`src/rtl/softmax_sequencer_if.sv`:
```
// Control/status bundle between a softmax sequencer and whatever drives it.
// The master side issues row requests and stalls; the slave side is the sequencer.
interface softmax_sequencer_if #(
  parameter int ROW_LEN_WIDTH = 8
);
  logic                     start;
  logic [ROW_LEN_WIDTH-1:0] row_len;
  logic                     hold;
  logic [2:0]               op_code;
  logic                     op_valid;
  logic [ROW_LEN_WIDTH-1:0] elem_idx;
  logic [2:0]               phase;
  logic                     busy;
  logic                     done;

  modport master (
    output start, row_len, hold,
    input  op_code, op_valid, elem_idx, phase, busy, done
  );

  modport slave (
    input  start, row_len, hold,
    output op_code, op_valid, elem_idx, phase, busy, done
  );
endinterface

```
`src/rtl/softmax_sequencer.sv`:
```
// Steps one PE through a softmax row: MAX, EXP, SUM, DIV over N elements,
// with idle gaps between phases so the PE pipeline can drain.
module softmax_sequencer #(
  parameter int ROW_LEN_WIDTH = 8,
  parameter int GAP_CYCLES    = 2
) (
  input logic              clk,
  input logic              reset,
  softmax_sequencer_if.slave sif
);

  typedef enum logic [2:0] {
    IDLE = 3'd0,
    MAX  = 3'd1,
    GAP  = 3'd2,
    EXP  = 3'd3,
    SUM  = 3'd4,
    DIV  = 3'd5,
    DONE = 3'd6
  } phase_t;

  localparam int GAP_W = (GAP_CYCLES > 1) ? $clog2(GAP_CYCLES) : 1;
  localparam logic [GAP_W-1:0] GAP_LAST = GAP_W'((GAP_CYCLES > 0) ? GAP_CYCLES - 1 : 0);

  localparam logic [2:0] OP_MAX = 3'b000;
  localparam logic [2:0] OP_EXP = 3'b001;
  localparam logic [2:0] OP_ADD = 3'b010;
  localparam logic [2:0] OP_DIV = 3'b011;
  localparam logic [2:0] OP_NOP = 3'b100;

  phase_t                   phase_reg, phase_next;
  phase_t                   ret_reg, ret_next;
  logic [ROW_LEN_WIDTH-1:0] elem_reg, elem_next;
  logic [ROW_LEN_WIDTH-1:0] n_reg, n_next;
  logic [GAP_W-1:0]         gap_reg, gap_next;

  logic [ROW_LEN_WIDTH-1:0] n_last;
  logic                     op_phase;
  logic                     last_elem;

  function automatic phase_t following_op(input phase_t p);
    case (p)
      MAX:     following_op = EXP;
      EXP:     following_op = SUM;
      SUM:     following_op = DIV;
      default: following_op = DONE;
    endcase
  endfunction

  always_ff @(posedge clk) begin
    if (reset) begin
      phase_reg <= IDLE;
      ret_reg   <= IDLE;
      elem_reg  <= '0;
      n_reg     <= '0;
      gap_reg   <= '0;
    end else begin
      phase_reg <= phase_next;
      ret_reg   <= ret_next;
      elem_reg  <= elem_next;
      n_reg     <= n_next;
      gap_reg   <= gap_next;
    end
  end

  // Full-width compare so N = 2^W-1 ends at index 2^W-2 without wrapping.
  assign n_last    = n_reg - 1'b1;
  assign last_elem = (elem_reg == n_last);
  assign op_phase  = (phase_reg == MAX) || (phase_reg == EXP) ||
                     (phase_reg == SUM) || (phase_reg == DIV);

  always_comb begin
    phase_next = phase_reg;
    ret_next   = ret_reg;
    elem_next  = elem_reg;
    n_next     = n_reg;
    gap_next   = gap_reg;
    case (phase_reg)
      IDLE: begin
        elem_next = '0;
        if (sif.start) begin
          n_next     = sif.row_len;
          phase_next = (sif.row_len == '0) ? DONE : MAX;
        end
      end
      MAX, EXP, SUM, DIV: begin
        if (!sif.hold) begin
          if (last_elem) begin
            elem_next = '0;
            if (phase_reg == DIV) begin
              phase_next = DONE;
            end else if (GAP_CYCLES == 0) begin
              phase_next = following_op(phase_reg);
            end else begin
              phase_next = GAP;
              ret_next   = following_op(phase_reg);
              gap_next   = '0;
            end
          end else begin
            elem_next = elem_reg + 1'b1;
          end
        end
      end
      GAP: begin
        elem_next = '0;
        if (!sif.hold) begin
          if (gap_reg == GAP_LAST) begin
            phase_next = ret_reg;
            gap_next   = '0;
          end else begin
            gap_next = gap_reg + 1'b1;
          end
        end
      end
      DONE: begin
        elem_next  = '0;
        phase_next = IDLE;
      end
      default: begin
        elem_next  = '0;
        phase_next = IDLE;
      end
    endcase
  end

  always_comb begin
    sif.op_valid = op_phase && !sif.hold;
    sif.op_code  = OP_NOP;
    if (sif.op_valid) begin
      case (phase_reg)
        MAX:     sif.op_code = OP_MAX;
        EXP:     sif.op_code = OP_EXP;
        SUM:     sif.op_code = OP_ADD;
        DIV:     sif.op_code = OP_DIV;
        default: sif.op_code = OP_NOP;
      endcase
    end
  end

  assign sif.elem_idx = elem_reg;
  assign sif.phase    = phase_reg;
  assign sif.busy     = (phase_reg != IDLE);
  assign sif.done     = (phase_reg == DONE);

endmodule
```
`src/flat_wrapper.sv`:
```
// flat-port wrapper written by rule: the top's interface ports become plain ports
module softmax_sequencer_flat 
#(
  parameter int ROW_LEN_WIDTH = 8,
  parameter int GAP_CYCLES    = 2
)
  (clk, reset, sif_start, sif_row_len, sif_hold, sif_op_code, sif_op_valid, sif_elem_idx, sif_phase, sif_busy, sif_done);
  softmax_sequencer_if #(.ROW_LEN_WIDTH(ROW_LEN_WIDTH)) sif_i ();
  input logic clk;
  input logic reset;
  input wire logic [$bits(sif_i.start)-1:0] sif_start;
  input wire logic [$bits(sif_i.row_len)-1:0] sif_row_len;
  input wire logic [$bits(sif_i.hold)-1:0] sif_hold;
  output wire logic [$bits(sif_i.op_code)-1:0] sif_op_code;
  output wire logic [$bits(sif_i.op_valid)-1:0] sif_op_valid;
  output wire logic [$bits(sif_i.elem_idx)-1:0] sif_elem_idx;
  output wire logic [$bits(sif_i.phase)-1:0] sif_phase;
  output wire logic [$bits(sif_i.busy)-1:0] sif_busy;
  output wire logic [$bits(sif_i.done)-1:0] sif_done;
  assign sif_i.start = sif_start;
  assign sif_i.row_len = sif_row_len;
  assign sif_i.hold = sif_hold;
  assign sif_op_code = sif_i.op_code;
  assign sif_op_valid = sif_i.op_valid;
  assign sif_elem_idx = sif_i.elem_idx;
  assign sif_phase = sif_i.phase;
  assign sif_busy = sif_i.busy;
  assign sif_done = sif_i.done;
  softmax_sequencer #(.ROW_LEN_WIDTH(ROW_LEN_WIDTH), .GAP_CYCLES(GAP_CYCLES)) u_core (.clk(clk), .reset(reset), .sif(sif_i));
endmodule
```
`config.mk`:
```
export PLATFORM = sky130hd
export DESIGN_NAME = softmax_sequencer_flat
export DESIGN_NICKNAME = d
export VERILOG_FILES = /design/src/rtl/softmax_sequencer_if.sv /design/src/rtl/softmax_sequencer.sv /design/src/flat_wrapper.sv
export SDC_FILE = /design/constraint.sdc
export NUM_CORES = 1
export LEC_CHECK = 0
export ABC_CLOCK_PERIOD_IN_PS = 2900
export CAP_MARGIN = 20
export CORE_MARGIN = 2
export CORE_UTILIZATION = 50
export DETAILED_ROUTE_END_ITERATION = 10
export DONT_BUFFER_PORTS = 1
export GPL_ROUTABILITY_DRIVEN = 0
export SLEW_MARGIN = 20
export SYNTH_ARGS = -nofsm -noshare
export SYNTH_HDL_FRONTEND = slang
export SYNTH_SLANG_ARGS = --single-unit
```
`constraint.sdc`:
```
create_clock -name clk -period 2.9 [get_ports clk]
set_input_delay 0.29 -clock clk [delete_from_list [all_inputs] [get_ports clk]]
set_output_delay 0.29 -clock clk [all_outputs]
set_load 0.05 [all_outputs]
```
==> flow_summary.ini <==
[outcome]
status = finished, final reports clean

[clock_tree]
h-tree-depth = 1
numCtsBuffers = 3
cts_setup_buffers = 0
cts_tree = built
path_clk_slew_ns = 0.13
cts_buffer_depth = 2
root_buffer = clkbuf_4
post_cts_resized = 0
clk_latency_ns = 0.32
clock-sinks = 23

[final_layout]
regArea_um2 = 460
syn2layout_area_growth_pct = 9.72
fin_nets = 209
multi_input_area_um2 = 935
drive_gt1_share_pct = 16.0
fillCellCount = 263
n_antenna_cell = 0

[power_and_ir_drop]
p_switching_w = 0.000482
seq_power_share_pct = 37.5
p_int_w = 0.000558
pwr-share-comb_pct = 47.7
leakagePower_nw = 0.621
p_sw_share_pct = 46.3
p_per_area_nw_per_um2 = 646
p_clk_share_pct = 14.7
peakVddDrop_mv = 0.570

[grt]
grt_usage_pct = 21.9
grt_max_degree = 20
grt_pass1_vias = 1312
antenna_found_initial = 0
grt_pass1_wl_um = 5730
overflow = 0

[synthesis]
syn-cell-area_um2 = 1470
synthDistinctLibCells = 47
synthArstFlopShare_pct = 0
synth.yosys.warnings = 0
ys_seq_elements = 23
seq_area_frac_synth_pct = 31.4
syn_inst = 182
synth_edf_count = 0
synthFlopType = dfxtp_1
synth_fp_nets = 196
postSynthAreaPerCell_um2 = 8.06

[routing]
viasPerCell = 6.13
wl_um = 3460
route.detailed.drc = 0
ant_nets = 0
wl_per_cell_um = 15.4
dr.pass1.iters = 4
drtIter0Drc = 86
vias = 1380

[timing]
slew_headroom_pct = 62.6
finalCritPeriodShare_pct = 86.2
rsz0062_at_grt = no
setup_viol = 0
drv_slew = 0
finalHoldViolations = 0
fin_skew_ns = 0.00391
finalSetupTns_ns = 0
timing.fmax_ghz = 0.400
timing.final.ws_setup_ns = 0.401
worst_pin_slew_ns = 0.556
fin_crit_ns = 2.50

[setup_path]
required_ns = 3.16
path_class = flop to flop
crit_path_start_kind = flop
cp_data_arrival_time_ns = 2.76
r2r_slack_ns = 0.40
crit_path_max_fanout = 6
cp-end-kind = flop

[die]
row_count = 19
die_width_um = 58.2
io_pins = 29
die_h_um = 58.2
core_area_um2 = 2780
die_area_um2 = 3380
floorplan.initialDensity_pct = 52.8

[flow_run]
cap_violations = 0

[place]
place_ws_ns = 0.412
dp_hpwl_um = 2670
portBuffers = 0

[worst_hold_path]
min_path_type = input pin to flop
[logic make-up after synthesis]
group	count (synthesis)	synth area share (%)
flip-flops	23	31.4
buffers and inverters	15	5.29
XOR/XNOR	15	8.95
adder cells (fa/ha/maj)	2	1.70
AO/OA/AOI/OAI	41	21.8
AND/OR/NAND/NOR	86	30.9
[worst max-delay path, cell delays in order, from the launching register on]
cell      delay, ns
dfxtp_1        0.44
inv_1          0.06
ha_1           0.22
and2_1         0.19
o21a_1         0.19
o31ai_1        0.47
o211ai_1       0.34
or3_1          0.41
a21oi_1        0.14
[per-stage QoR]
| step | total power, W | cell area (µm²) | std cells | hold slack (ns) | util (%) |
|---|---|---|---|---|---|
| 5_1_grt | 0.00111 | 1610 | 225 | 0.00739 | 57.9 |
| 6_report | 0.00104 | 1610 | 225 | 0.0234 | 57.9 |
| 2_1_floorplan | 0.000809 | 1470 | 182 | 0.426 | - |
| 4_1_cts | 0.00104 | 1600 | 224 | 0.00320 | 57.5 |
| 3_3_place_gp | 0.000881 | 1570 | 220 | 0.362 | 56.5 |
| 3_5_place_dp | 0.000891 | 1570 | 220 | 0.365 | 56.5 |
[cell usage in the layout (no fill, tap or decap), types with 4 or more instances in the layout]
cell type   n
dfxtp_1    23
a21oi_1    12
xnor2_1     6
xor2_1      9
inv_1       7
nor2b_1     4
nor3_1      7
nand2_1    24
a211oi_1    4
nor2_1     17
and2_1      4
nand4_1     4
buf_4      15
nand3_1     4
[worst paths after layout]
check / startpoint / endpoint / cells after the start
hold reg to reg: u_core.ret_reg[1] / u_core.ret_reg[1] / 2
setup reg to reg: u_core.n_reg[0] / u_core.ret_reg[2] / 8
setup / recovery: u_core.n_reg[0] / u_core.ret_reg[2] / 8
hold / removal: reset / u_core.n_reg[6] / 1
[synthesized netlist by cell type (2+ instances only)]
| master | count | area [µm²] |
|---|---|---|
| nor3_1 | 7 | 35.0 |
| nand4_1 | 4 | 25.0 |
| a31oi_1 | 2 | 12.5 |
| nor2b_1 | 4 | 25.0 |
| o21ai_0 | 3 | 15.0 |
| xnor2_1 | 6 | 52.6 |
| o31ai_1 | 3 | 22.5 |
| or3_4 | 2 | 22.5 |
| nor3b_1 | 2 | 15.0 |
| a21oi_1 | 12 | 60.1 |
| o2111ai_1 | 3 | 26.3 |
| a211oi_1 | 4 | 30.0 |
| nand2b_1 | 2 | 12.5 |
| inv_1 | 7 | 26.3 |
| nor2_1 | 17 | 63.8 |
| nand4b_1 | 2 | 17.5 |
| ha_1 | 2 | 25.0 |
| clkbuf_1 | 5 | 18.8 |
| nor4_1 | 3 | 18.8 |
| nand3_1 | 4 | 20.0 |
| o21a_1 | 2 | 15.0 |
| o211a_1 | 2 | 20.0 |
| or2_2 | 2 | 12.5 |
| nand2_1 | 24 | 90.1 |
| and2_1 | 4 | 25.0 |
| and3_1 | 2 | 12.5 |
| dfxtp_1 | 23 | 460 |
| xor2_1 | 9 | 78.8 |
| or3_1 | 2 | 12.5 |
[metal layers]
metal	GRT usage [%]	up-vias	share of wire, %
met2	37.8	55	47
met3	4.46	4	6.3
li1	-	675	-
met5	0	-	0
met1	27.2	646	45
met4	7.31	0	1.1
[area by class of cell]
class                           instances  share of cell area (%)
Multi-Input combinational cell        144                    58.0
Inverter                                7                    1.63
Sequential cell                        23                    28.6
Tap cell                               31                    2.41
Clock inverter                          1                   0.311
Timing Repair Buffer                   16                    7.61
Clock buffer                            3                    1.40
[power groups by stage]
stage | logic [W] | clock network (W) | registers (W)
6_report | 0.000497 | 0.000153 | 0.000391
2_1_floorplan | 0.000376 | 0 | 0.000433
5_1_grt | 0.000542 | 0.000169 | 0.000397
3_5_place_dp | 0.000493 | 0 | 0.000398
3_3_place_gp | 0.000485 | 0 | 0.000396
4_1_cts | 0.000494 | 0.000159 | 0.000390
[timing repair]
action / CTS / global route
endpoints found under the setup margin: 0 / 0
hold endpoints to repair: 0 / 1
hold buffers: 0 / 1
Note: power is estimated with default switching activity, not from simulation.
